## config.mk

```make
export PLATFORM = sky130hd
export DESIGN_NAME = score_display
export DESIGN_NICKNAME = d
export VERILOG_FILES = /design/src/rtl/score_display.sv
export SDC_FILE = /design/constraint.sdc
export NUM_CORES = 1
export LEC_CHECK = 0
export CORE_MARGIN = 2
export CORE_UTILIZATION = 54
export DETAILED_ROUTE_END_ITERATION = 8
export MAX_ROUTING_LAYER = met4
export PLACE_DENSITY = 0.85
export SLEW_MARGIN = 0
export SYNTH_ARGS = -nofsm -noshare
export SYNTH_HDL_FRONTEND = slang
export SYNTH_SLANG_ARGS = --single-unit
```

## constraint.sdc

```tcl
create_clock -name clk -period 3.35 [get_ports clk]
set_input_delay 0.8375 -clock clk [delete_from_list [all_inputs] [get_ports clk]]
set_output_delay 0.8375 -clock clk [all_outputs]
set_load 0.05 [all_outputs]
```

## src/rtl/score_display.sv

```systemverilog
// Score display: holds the BCD score and high score, drives a multiplexed 4-digit 7-segment display.
// Optional macro LEADING_ZERO_BLANK_EN blanks leading zero digits (digit 0 always shown).
module score_display #(
    parameter int SCAN_DIV = 50000
) (
    input  logic        clk,
    input  logic        rst_n,
    input  logic [15:0] score,
    input  logic        upd,
    input  logic        commit,
    input  logic        show_hi,
    output logic        new_record,
    output logic [15:0] hi_score,
    output logic [3:0]  an,
    output logic [7:0]  seg
);

    localparam int PW = (SCAN_DIV > 1) ? $clog2(SCAN_DIV) : 1;
    localparam logic [PW-1:0] PRESC_TC = PW'(SCAN_DIV - 1);

    function automatic logic [6:0] decode_digit(input logic [3:0] d);
        logic [6:0] s;
        case (d)
            4'd0:    s = 7'h40;
            4'd1:    s = 7'h79;
            4'd2:    s = 7'h24;
            4'd3:    s = 7'h30;
            4'd4:    s = 7'h19;
            4'd5:    s = 7'h12;
            4'd6:    s = 7'h02;
            4'd7:    s = 7'h78;
            4'd8:    s = 7'h00;
            4'd9:    s = 7'h10;
            default: s = 7'h3F;
        endcase
        return s;
    endfunction

    logic [15:0]   score_reg_q, score_reg_d;
    logic [15:0]   hi_score_q, hi_score_d;
    logic          new_record_q, new_record_d;
    logic [PW-1:0] presc_q, presc_d;
    logic [1:0]    idx_q, idx_d;
    logic [3:0]    an_q, an_d;
    logic [7:0]    seg_q, seg_d;
    logic [15:0]   disp_val;
    logic [3:0]    digit_sel;
    logic          blank;

    // Next-state logic: capture, high-score commit, scan timing and segment decode
    always_comb begin
        if (upd) begin
            score_reg_d = score;
        end else begin
            score_reg_d = score_reg_q;
        end

        // Commit compares the pre-update score so upd+commit in one cycle uses the old value
        if (commit && (score_reg_q > hi_score_q)) begin
            hi_score_d   = score_reg_q;
            new_record_d = 1'b1;
        end else begin
            hi_score_d   = hi_score_q;
            new_record_d = 1'b0;
        end

        if (presc_q == PRESC_TC) begin
            presc_d = '0;
            idx_d   = idx_q + 2'd1;
        end else begin
            presc_d = presc_q + PW'(1);
            idx_d   = idx_q;
        end

        disp_val  = show_hi ? hi_score_q : score_reg_q;
        digit_sel = disp_val[{idx_q, 2'b00} +: 4];

`ifdef LEADING_ZERO_BLANK_EN
        case (idx_q)
            2'd3:    blank = (disp_val[15:12] == 4'h0);
            2'd2:    blank = (disp_val[15:8] == 8'h00);
            2'd1:    blank = (disp_val[15:4] == 12'h000);
            default: blank = 1'b0;
        endcase
`else
        blank = 1'b0;
`endif

        an_d = ~(4'b0001 << idx_q);
        if (blank) begin
            seg_d = 8'hFF;
        end else begin
            seg_d = {1'b1, decode_digit(digit_sel)};
        end
    end

    // State and output registers with asynchronous reset
    always_ff @(posedge clk or negedge rst_n) begin
        if (!rst_n) begin
            score_reg_q  <= 16'h0000;
            hi_score_q   <= 16'h0000;
            new_record_q <= 1'b0;
            presc_q      <= '0;
            idx_q        <= 2'd0;
            an_q         <= 4'b1111;
            seg_q        <= 8'hFF;
        end else begin
            score_reg_q  <= score_reg_d;
            hi_score_q   <= hi_score_d;
            new_record_q <= new_record_d;
            presc_q      <= presc_d;
            idx_q        <= idx_d;
            an_q         <= an_d;
            seg_q        <= seg_d;
        end
    end

    assign new_record = new_record_q;
    assign hi_score   = hi_score_q;
    assign an         = an_q;
    assign seg        = seg_q;

endmodule

```

==> reports/qor.yml <==
netlist_area_um2: 3250
path_max_fanout: 8
hp-class: "primary input to async pin"
clockBufferDepth: 2
critPathRequiredTime_ps: 3620
synth_cell_types: 39
drv_cap: 0
drive_gt1_frac: 0.234
crit_top_cell: "inv_1"
yosys.area.top_type: "dfrtp_1"
path_class: "primary input to flop"
synth-seq-cells: 62
antenna_left: 0
cp.depth: 10
slew_viol_final: 0
root_buffer: "clkbuf_8"
grt_pass1_vias: 2268
status: "completed"
vias: 2194
rows: 28
via_per_inst: 5.49
area_growth_pct: 22.0
drt-initial-drc-count: 58
wl_met1_um: 2640
crit_path_end_kind: "flop"
wl_met2_um: 3130
fmax_mhz: 363
worst_pin_slew_ps: 752
worst-endpoint-arrival_ps: 3020
start_util: 0.553
die_w_um: 81.6
firstDrtPassIters: 6
cts_resized: 0
remaining_drc_errors: 0
die_area_um2: 6660
antenna_cells: 0
overflow: 0
period_share: 0.822
core_um2: 5890
postCtsSetupBuffers: 0
grt_pass1_wl_um: 10300
cp-start-kind: "primary input"
setup_viol: 0
crit_buf_inv: 4
pin_count: 50
fin_setup_tns_ps: 0
yosysSeqAreaShare: 0.481
fin_hold_ws_ps: 481
slew_headroom: 0.497
wl_met3_um: 263
routed.top_layer: "met4"
layout.nets: 367
totalWireLength_um: 6170
cpLargestDelayFamily: "multiplexers"
synth_cells: 266
worstRegToRegCells: 8
track_usage: 0.214
syn_area_per_cell_um2: 12.2
p_leak_nw: 1.79
cts.sinks: 62
wire_per_inst_um: 15.4
slowest_stage: "mux4_2"
yosys_warnings: 0
place.gp.congestion: 0.864
rsz0062_at_grt: "false"
dp_hpwl_um: 4680
clock_skew_ps: 9.06
synth_top_area_frac: 0.392
portBuffers: 48
min_period_ps: 2750
crit_chain: "clkdlybuf4s50_1 -> buf_4 -> mux4_2 -> mux2_2 -> inv_1 -> ha_1 -> inv_1 -> nor2_1 -> o21ai_0 -> o21a_1"
power_per_cell_area_nw_per_um2: 810
synthesis.nets: 313
insertion_delay_ps: 340
antenna_found_initial: 0
cpPeakStageDelay_ps: 520
hold_viol: 0
total_power_mw: 3.22
clk_pin_slew_ps: 70
cts_tree: "built"
grt_start_max_net_pins: 29
die_y_um: 81.6
ir_worst_vdd_v: 0.000646
cts_buffers: 9
cts_hold_buf: 0
synth.area.top_cells: "dfrtp_1, ha_1, dfstp_2"
cts-htree-levels: 3
worst reg2reg max path: cells and delay by family, from the launching register on:
family	cells	cell delay [ps]
flops	1	410
mux	1	340
fa+ha+maj	1	320
buf+inv	2	260
compound gates	2	560
simple gates	2	710
sequential cells by signal (all words and copies together) (netlist names):
register     flops
score_reg_q     16
hi_score        16
seg              7
new_record       1
idx_q            2
an               4
presc_q         16
per-layer routing:
metal | vias up | track usage
met5 | - | -
met4 | 0 | 0.0867
met3 | 13 | 0.0560
met2 | 68 | 0.348
met1 | 1089 | 0.255
li1 | 1024 | -
synth_stat cells:
library cell  number
clkinv_1           1
nand4_2            1
o211ai_1           1
xnor2_1            7
mux2i_1            3
xor2_1             8
buf_1              1
buf_2              2
and3_1             4
o21ai_0            6
buf_4              1
mux4_2             8
a21oi_1            9
nor2b_1            5
conb_1             1
mux2_4             9
nand4_1            5
a2111oi_1          1
a31oi_4            1
nor4b_1            1
buf_12             1
a21o_1             1
nand2_1            8
nand3_1            7
ha_1              26
nor3_1             2
dfstp_2           11
clkbuf_1           4
nor4_1             1
inv_1             26
mux2_2            25
o21ai_1            1
a22oi_1            1
or2_2              1
nor2_1            21
or4_4              1
and4_1             1
dfrtp_1           51
o21a_1             2
layout make-up:
cell class / instances / area, um2
Tap cell: 75 / 93.8
Multi-Input combinational cell: 168 / 1530
Inverter: 27 / 101
Fill cell: 441 / 1920
Clock inverter: 5 / 27.5
Sequential cell: 62 / 1570
Timing Repair Buffer: 52 / 518
Clock buffer: 11 / 131
kinds of logic after synthesis:
| group | share of synthesized area |
|---|---|
| fa+ha+maj | 0.100 |
| flops | 0.481 |
| compound gates | 0.0458 |
| xor+xnor | 0.0404 |
| mux | 0.193 |
| simple gates | 0.0907 |
| buf+inv | 0.0484 |
| other cells | 0.00115 |
worst paths after layout:
kind / start / end / slack [ps]
hold reg to reg: presc_q[13] / presc_q[13] / 490
hold / removal: rst_n / presc_q[15] / 480
setup / recovery: show_hi / seg[5] / 600
min in group clk: presc_q[13] / presc_q[13] / 490
setup reg to reg: hi_score[13] / hi_score[4] / 630
max in group asynchronous: rst_n / hi_score[5] / 2120
per-stage QoR:
| stage | setup WS [ps] | cell area [um2] | utilization | instances |
|---|---|---|---|---|
| finish | 597 | 3970 | 0.674 | 400 |
| global route | 473 | 3970 | 0.674 | 400 |
| CTS | 611 | 3970 | 0.674 | 400 |
| detailed placement | 253 | 3810 | 0.647 | 384 |
| global placement | 325 | 3810 | 0.647 | 384 |
| floorplan | 577 | 3250 | - | 266 |
cells in the final DEF, fill, tap and decap left out, types with 5 or more instances in the layout:
cell type        count
ha_1                26
clkdlybuf4s50_1     47
inv_1               26
o21ai_0              6
nor2_1              21
xor2_1               8
clkbuf_8             9
dfstp_2             11
a21oi_1              9
nand4_1              5
nand2_1              8
nand3_1              7
nor2b_1              5
mux2_2              25
dfrtp_1             51
mux4_2               8
mux2_4               9
xnor2_1              7
power by group:
group | switching [mW] | internal (mW) | total [mW] | leakage, nW
Sequential | 0.161 | 0.941 | 1.10 | 0.742
Clock | 0.275 | 0.263 | 0.537 | 0.0829
Combinational | 0.927 | 0.649 | 1.58 | 0.969
Total | 1.36 | 1.85 | 3.22 | 1.79
Power figures use the tool's default switching activity.
==> RTL change (same flow settings) <==
The option `LEADING_ZERO_BLANK_EN` is turned on by a define.
--- a/src/rtl/score_display.sv
+++ b/src/rtl/score_display.sv
@@ -2,2 +2,4 @@
 // Optional macro LEADING_ZERO_BLANK_EN blanks leading zero digits (digit 0 always shown).
+`define LEADING_ZERO_BLANK_EN
+
 module score_display #(
Behaviour: no difference found for any inputs over 10 cycles, from zero or initial values and one cycle with rst_n low; that may be too few to reach the edited logic, so the function may still have changed.
==> RTL change against the original RTL <==
- cell area increased by 5.5%
- area after synthesis increased by 5.0%
- register-to-register slack improved by 0.07 ns
- worst setup slack got worse by 0.054 ns
- hold slack improved by 0.0070 ns
- first-iteration DRC count increased to 2.8 times the old value
- sequential cell count unchanged
- power increased by 7.9%
- highest routed layer unchanged
- non-clock buffer count increased by 1
- critical path depth decreased by 2
- die area increased by 4.8%
- synthesized cell count increased by 12%
- routed wire length increased by 15%
- combinational power increased by 3%
==> RTL change: results <==
group,metric,value,unit
run_status,outcome,"completed",
critical_path,cp.arrival,3.04,ns
global_route,track_usage,22.35,%
synthesis,avgSynthCellArea,11.47,sq um
synthesis,synthesis.nets,346,
global_route,use_met1,29.97,%
synthesis,synth_cell_type_count,41,
synthesis,synth_common_cells,"dfrtp_1, ha_1, inv_1, mux2_2, nor2_1",
power,p_leak,1.912,nW
routing,drtIter0Drc,163,
routing,avgRoutedWirePerCell,16.42,um
place,place_congestion,0.8808,
timing,hold_ws,0.4885,ns
synthesis,ys_async_sr_fraction,100.0,%
synthesis,synth-adder-area-share,9.883,%
synthesis,synth_mux_area_share,19.00,%
global_route,grt_pass1_vias,2586,
global_route,grt_pass1_wl,12.23,mm
place,dp_cells,418,
timing,relSlewSlack,47.55,%
min_path,whs_endpoint,"presc_q[0]",
min_path,hp-start,"presc_q[0]",
routing,firstDrtPassIters,4,
timing,finalCritPeriodShare,83.79,%
synthesis,synth_compound_area_share,5.637,%
synthesis,yosysSeqAreaShare,45.79,%
routing,met1_length,3.354,mm
global_route,grt_max_degree,35,
critical_path,reg2reg_slack,0.70,ns
critical_path,r2r_start,"hi_score[14]",
critical_path,crit_path_max_fanout,18,
critical_path,r2r_end,"hi_score[15]",
routing,wl_met3,253,um
synthesis,yosys-top-cells-area,"dfrtp_1, ha_1, mux2_2",
routing,wl_met2,3.362,mm
cells_and_area,finalNonFillerCells,434,
critical_path,setup.worst_path.end,"seg[0]",
min_path,min_path_type,"reg2reg",
place,dpl.hpwl,5.163,mm
power,vdd_drop_max,0.5725,mV
synthesis,yosys.area_share.xor_xnor,3.843,%
place,pre_cts_ws,0.2053,ns
routing,vias,2437,
==> RTL change: cell types whose count changed in the layout (fill, tap and decap cells not counted), sizes merged, moves of 3 or more <==
cell	delta
nand3	+7
o21ai	+4
clkinv	-3
nand2	+8
mux4	-4
mux2i	+9
nor3	+3
==> RTL change: report_power, final <==
group / switching, mW / internal [mW]
Sequential: 0.192 / 0.942
Clock: 0.269 / 0.437
Combinational: 0.964 / 0.666
==> RTL change: cell type report <==
class / count / area share (%)
Sequential cell: 62 / 37.38
Clock inverter: 4 / 1.673
Tap cell: 75 / 2.241
Multi-Input combinational cell: 201 / 40.57
Clock buffer: 12 / 3.466
Inverter: 27 / 2.420
Timing Repair Buffer: 53 / 12.25
==> RTL change: through the flow <==
step                total power, mW  cell area, sq um
floorplan                     2.255              3418
global placement              2.702              3973
detailed placement            2.755              3973
CTS                           3.481              4188
global route                  3.646              4188
finish                        3.470              4188
